**src/rtl/irq_ctrl_pkg.sv**
```systemverilog
// Shared definitions for the interrupt controller: register word offsets,
// CTRL/ID field positions and the fixed-priority encoder.
package irq_ctrl_pkg;

    localparam logic [1:0] ADDR_CTRL = 2'd0;
    localparam logic [1:0] ADDR_MASK = 2'd1;
    localparam logic [1:0] ADDR_PEND = 2'd2;
    localparam logic [1:0] ADDR_ID   = 2'd3;

    localparam int CTRL_GEN_BIT   = 0;
    localparam int CTRL_MODE_BASE = 8;
    localparam int ID_VALID_BIT   = 31;

    typedef struct packed {
        logic       valid;
        logic [2:0] idx;
        logic [7:0] onehot;
    } prio_t;

    // Scans from the top down so the lowest set index is the one left standing.
    function automatic prio_t prio_enc(input logic [7:0] vec);
        prio_t r;
        r = prio_t'(12'd0);
        for (int i = 7; i >= 0; i--) begin
            if (vec[i]) begin
                r.valid  = 1'b1;
                r.idx    = 3'(i);
                r.onehot = 8'd1 << i;
            end
        end
        return r;
    endfunction

endpackage

```
**src/rtl/irq_sync_edge.sv**
```systemverilog
// Per-source input conditioning: multi-flop synchroniser, previous-sample
// flop and a one-cycle rising-edge pulse.
module irq_sync_edge #(
    parameter int SYNC_STAGES = 2
) (
    input  logic clk,
    input  logic rst,
    input  logic irq_i,
    output logic sync_o,
    output logic rise_o
);

    logic [SYNC_STAGES-1:0] sync_q;
    logic [SYNC_STAGES-1:0] sync_d;
    logic                   prev_q;
    logic                   prev_d;

    assign sync_d = {sync_q[SYNC_STAGES-2:0], irq_i};
    assign prev_d = sync_q[SYNC_STAGES-1];

    // Synchroniser shift chain and previous-sample flop.
    always_ff @(posedge clk or posedge rst) begin
        if (rst) begin
            sync_q <= {SYNC_STAGES{1'b0}};
            prev_q <= 1'b0;
        end else begin
            sync_q <= sync_d;
            prev_q <= prev_d;
        end
    end

    assign sync_o = sync_q[SYNC_STAGES-1];
    assign rise_o = sync_q[SYNC_STAGES-1] & ~prev_q;

endmodule

```
**src/rtl/irq_ctrl.sv**
```systemverilog
// Programmable interrupt controller: edge/level pending latches, per-source
// mask, global enable and a registered one-hot HWInt to the CPU.
module irq_ctrl
    import irq_ctrl_pkg::*;
#(
    parameter int NSRC        = 6,
    parameter int SYNC_STAGES = 2
) (
    input  logic            clk,
    input  logic            rst,
    input  logic [1:0]      add_i,
    input  logic            we_i,
    input  logic [31:0]     dat_i,
    output logic [31:0]     dat_o,
    input  logic [NSRC-1:0] irq_src,
    output logic [5:0]      hwint,
    output logic            irq_o
);

    logic            gen_q, gen_d;
    logic [NSRC-1:0] mode_q, mode_d;
    logic [NSRC-1:0] mask_q, mask_d;
    logic [NSRC-1:0] pend_q, pend_d;
    logic [5:0]      hwint_q, hwint_d;
    logic            irq_q, irq_d;

    logic [NSRC-1:0] sync_s, rise_s, active_s, clr_s, to_edge_s;
    logic [7:0]      active_ext_s;
    prio_t           sel_s;
    logic            wr_ctrl_s, wr_mask_s, wr_pend_s, wr_id_s;
    logic            unused_s;

    for (genvar g = 0; g < NSRC; g++) begin : g_src
        irq_sync_edge #(
            .SYNC_STAGES(SYNC_STAGES)
        ) u_sync (
            .clk    (clk),
            .rst    (rst),
            .irq_i  (irq_src[g]),
            .sync_o (sync_s[g]),
            .rise_o (rise_s[g])
        );
    end

    assign wr_ctrl_s = we_i && (add_i == ADDR_CTRL);
    assign wr_mask_s = we_i && (add_i == ADDR_MASK);
    assign wr_pend_s = we_i && (add_i == ADDR_PEND);
    assign wr_id_s   = we_i && (add_i == ADDR_ID);

    assign gen_d  = wr_ctrl_s ? dat_i[CTRL_GEN_BIT] : gen_q;
    assign mode_d = wr_ctrl_s ? dat_i[CTRL_MODE_BASE +: NSRC] : mode_q;
    assign mask_d = wr_mask_s ? dat_i[NSRC-1:0] : mask_q;

    // Pending next state; a fresh edge outranks a same-cycle W1C/EOI clear.
    always_comb begin
        clr_s     = {NSRC{1'b0}};
        to_edge_s = {NSRC{1'b0}};
        pend_d    = pend_q;
        for (int i = 0; i < NSRC; i++) begin
            clr_s[i] = mode_q[i] & ((wr_pend_s & dat_i[i]) |
                                    (wr_id_s & (dat_i[2:0] == 3'(i))));
            to_edge_s[i] = wr_ctrl_s & dat_i[CTRL_MODE_BASE + i] & ~mode_q[i];
            if (to_edge_s[i]) begin
                pend_d[i] = 1'b0;
            end else if (mode_q[i]) begin
                pend_d[i] = rise_s[i] | (pend_q[i] & ~clr_s[i]);
            end else begin
                pend_d[i] = sync_s[i];
            end
        end
    end

    // Combinational selection shared by the ID read and the HWInt register.
    always_comb begin
        active_s                  = pend_q & mask_q & {NSRC{gen_q}};
        active_ext_s              = 8'd0;
        active_ext_s[NSRC-1:0]    = active_s;
        sel_s                     = prio_enc(active_ext_s);
        hwint_d                   = sel_s.onehot[5:0];
        irq_d                     = |sel_s.onehot[5:0];
    end

    // Read-back mux; unlisted bits read as zero.
    always_comb begin
        dat_o = 32'd0;
        case (add_i)
            ADDR_CTRL: begin
                dat_o[CTRL_GEN_BIT]            = gen_q;
                dat_o[CTRL_MODE_BASE +: NSRC]  = mode_q;
            end
            ADDR_MASK: dat_o[NSRC-1:0] = mask_q;
            ADDR_PEND: dat_o[NSRC-1:0] = pend_q;
            ADDR_ID: begin
                dat_o[ID_VALID_BIT] = sel_s.valid;
                dat_o[2:0]          = sel_s.idx;
            end
            default: dat_o = 32'd0;
        endcase
    end

    // Register file, pending bits and registered CPU outputs.
    always_ff @(posedge clk or posedge rst) begin
        if (rst) begin
            gen_q   <= 1'b0;
            mode_q  <= {NSRC{1'b0}};
            mask_q  <= {NSRC{1'b0}};
            pend_q  <= {NSRC{1'b0}};
            hwint_q <= 6'd0;
            irq_q   <= 1'b0;
        end else begin
            gen_q   <= gen_d;
            mode_q  <= mode_d;
            mask_q  <= mask_d;
            pend_q  <= pend_d;
            hwint_q <= hwint_d;
            irq_q   <= irq_d;
        end
    end

    assign hwint    = hwint_q;
    assign irq_o    = irq_q;
    assign unused_s = ^{dat_i, sel_s.onehot[7:6]};

endmodule

```
**config.mk**
```make
export PLATFORM = sky130hd
export DESIGN_NAME = irq_ctrl
export DESIGN_NICKNAME = d
export VERILOG_FILES = /design/src/rtl/irq_ctrl_pkg.sv /design/src/rtl/irq_sync_edge.sv /design/src/rtl/irq_ctrl.sv
export SDC_FILE = /design/constraint.sdc
export NUM_CORES = 1
export LEC_CHECK = 0
export ABC_AREA = 1
export CORE_MARGIN = 5
export CORE_UTILIZATION = 35
export DETAILED_ROUTE_END_ITERATION = 10
export PLACE_DENSITY = 0.8
export RECOVER_POWER = 25
export SYNTH_ARGS = -nofsm -noshare
export SYNTH_HDL_FRONTEND = slang
export SYNTH_HIERARCHICAL = 1
export SYNTH_SLANG_ARGS = --single-unit
```
**constraint.sdc**
```tcl
create_clock -name clk -period 1.1 [get_ports clk]
set_input_delay 0.165 -clock clk [delete_from_list [all_inputs] [get_ports clk]]
set_output_delay 0.165 -clock clk [all_outputs]
set_load 0.05 [all_outputs]
```
==> metrics <==
run status=finished, violations left; failing checks=setup timing; CP Cell Sequence=nand3_2 -> nand2_2 -> nand4_1 -> a31oi_4 -> buf_12; Worst path top cell family by delay=flip-flops; Overflow after GRT=0; Post-synth top cells=44 x dfrtp_1, 43 x nand2_1, 37 x inv_1, 19 x buf_4, 14 x a21oi_1; f_max=575 MHz; minimum clock period=1.74 ns; Async SR Flop Fraction=1.00; most numerous cell in the Yosys netlist=dfrtp_1; GRT Overall Usage=0.137; Final Hold Viols=0; initial antenna violation count=0; wire length per cell=12.5 um; first-pass GRT wire length=between 8000 and 9000 um; period utilization=1.58; Main synth FF type=dfrtp_1; cell area after layout=~0.0034 mm2; Slew Viols, Final=0; met1 GRT Util=0.144; Clock Skews=0.00475 ns; gpl congestion=between 0.8 and 0.9; Worst Setup Slack, final=-0.638 ns; Worst Hold Class=reg2reg; Die H=between 80 and 90 um; Max FO, Critical Path=8; Placement Rows=28; Buffers on Ports=42; layout cells sized above 1=0.428; Die ar.=slightly below 0.008 mm2; static leakage=about 1.6 nW; arrival time worst endpoint=1.57 ns; Cell variety after synth=29; post-placement cell area=approximately 0.0031 mm2; clk sinks=44; fin nets=364; Detailed Routing Iterations Pass 1=4; vias post-DR=1701; EDFF count, synth=0; CP bufs+invs=1; RSZ-0062 raised after global routing=true; sequential element share of the synthesized area=0.514; crit path max-delay cell type=dfrtp_2; synth warn=6; dpl ws=-0.680 ns; Skew-Pair Late Insertion Delay=roughly 0.3 ns; Max Root-Sink Buffers=2; largest net degree at the start of global routing=27; # DRC=0; critical path launch point type=flop; vias per cell=about 4.3; met3 Track Usage GR=0.0493; PD cells=~1500 mW/mm2; post-synthesis average cell area=about 9 um2; Reg clk slew, reported paths=0.08 ns; Layout area overhead=58.4%; cell taking the most area after synthesis=dfrtp_1; TritonCTS clock tree=yes; Ant. Diodes=0; Max-Cap Viols=0; Setup-failing EPs final=17; I/O pin cnt=between 80 and 90; Root Buffer=clkbuf_8; DRT iter0 DRCs=48; Core ar.=just under 0.006 mm2; synth top area cells=dfrtp_1 51%, nand2_1 7.5%, buf_4 6.7%, inv_1 6.5%, a21oi_1 3.3%; H-tree levels=2; Initial Util=0.362; Routed Antenna Nets=0; post-synthesis register bit count=44; peak supply drop=approximately 0.00096 V; Synth top area share=0.514; die extent in x=88.2 um; CTS buffer count=5; vias in the first global route=between 1500 and 2000; Required @ worst endpoint=~0.94 ns; critical path class=reg2out; HPWL after DPL=between 3000 and 4000 um; Mapped Cells=around 230; WL final=4910 um; CP endpoint kind=output port; TNS Setup=-3.92 ns; Most Used Layer, Global Route=met2; grt met2 use=0.254; Synth Cell Area=between 0.002 and 0.0025 mm2; CP max stage delay=roughly 0.52 ns; # fillers=between 500 and 600; hold slack=~0.35 ns
-- routing by layer --
layer  share of wire  vias to the layer above
met5               0                        -
met2            0.54                       50
met3           0.063                       10
met1            0.38                      789
met4           0.015                        0
li1                -                      852
-- repair_timing --
action                     CTS  global route
gates cloned                 0             0
hold buffers                 0             0
resized for setup           26            18
buffers inserted             1             7
pin swaps                    3             9
setup endpoints to repair   38            23
hold endpoints to repair     0             0
-- logic make-up after synthesis --
| family | after synthesis | synth area share |
|---|---|---|
| simple gates | 88 | 0.208 |
| buf+inv | 63 | 0.150 |
| flops | 44 | 0.514 |
| compound gates | 30 | 0.0818 |
| mux | 3 | 0.0210 |
| other cells | 1 | 0.00175 |
| fa+ha+maj | 4 | 0.0234 |
-- cell type report --
type | count | area [um2] | area share
flip-flops and latches | 44 | 1100 | 0.325
multi-input cells | 144 | 960 | 0.283
repair buffers | 81 | 928 | 0.274
inverters | 41 | 188 | 0.0553
well taps | 75 | 93.8 | 0.0277
clock buffers | 6 | 82.6 | 0.0243
clock inverters | 2 | 38.8 | 0.0114
-- power breakdown --
| part | internal (mW) | leakage (nW) | switching, mW |
|---|---|---|---|
| clock network | 0.743 | 0.0614 | 0.567 |
| logic | 0.827 | 1.02 | 0.977 |
| registers | 1.81 | 0.527 | 0.171 |
| total | 3.38 | 1.61 | 1.71 |
-- path summary, 6_finish.rpt --
check                                          start                   endpoint  slack, ns  cells after the start
max                                            gen_q                   dat_o[1]      -0.64                      5
min                        g_src[5].u_sync/sync_q[0]  g_src[5].u_sync/sync_q[1]       0.35                      0
max reg2reg                                    gen_q                   hwint[4]      -0.07                      6
min reg2reg                g_src[5].u_sync/sync_q[0]  g_src[5].u_sync/sync_q[1]       0.35                      0
max in group asynchronous                        rst  g_src[5].u_sync/sync_q[1]       0.57                      3
min in group asynchronous                        rst                  mode_q[2]       0.37                      3
-- sequential cells by signal, summed over array words and instances (netlist names) --
register,count
irq_o,1
g_src.u_sync/sync_q,12
mode_q,6
g_src.u_sync/prev_q,6
mask_q,6
hwint,6
pend_q,6
gen_q,1
-- worst register-to-register path: stages, from the launching register on --
cell and delay [ns]:
dfrtp_2 0.51, nand3_2 0.13, nand2_2 0.08, nor2_4 0.16, buf_6 0.12, inv_2 0.04
nor2_2 0.07
-- per-stage QoR --
step | utilization | power, mW | cells
final | 0.573 | 5.09 | 393
after global placement | 0.524 | 3.61 | 378
after CTS | 0.557 | 5.04 | 387
after global routing | 0.573 | 5.34 | 393
after detailed placement | 0.524 | 3.66 | 378
after floorplan | - | 2.96 | 251
-- cells in the final DEF, fill, tap and decap left out, types with 2 or more instances in the layout --
cell / instances
nand2_1: 32
buf_12: 20
dlygate4sd3_1: 7
nor2_2: 8
buf_6: 5
nor2_1: 10
dfrtp_1: 43
nand2_4: 5
a21oi_4: 4
a31oi_1: 2
a21oi_1: 11
nand3_2: 6
clkbuf_8: 6
nand2_2: 14
clkdlybuf4s50_1: 13
nor2_4: 4
inv_1: 27
mux2_4: 3
nand3_1: 7
inv_2: 4
conb_1: 19
ha_4: 3
buf_4: 32
o21ai_0: 7
clkinvlp_4: 7
inv_4: 3
No activity file was read; power rests on OpenSTA's default activity.
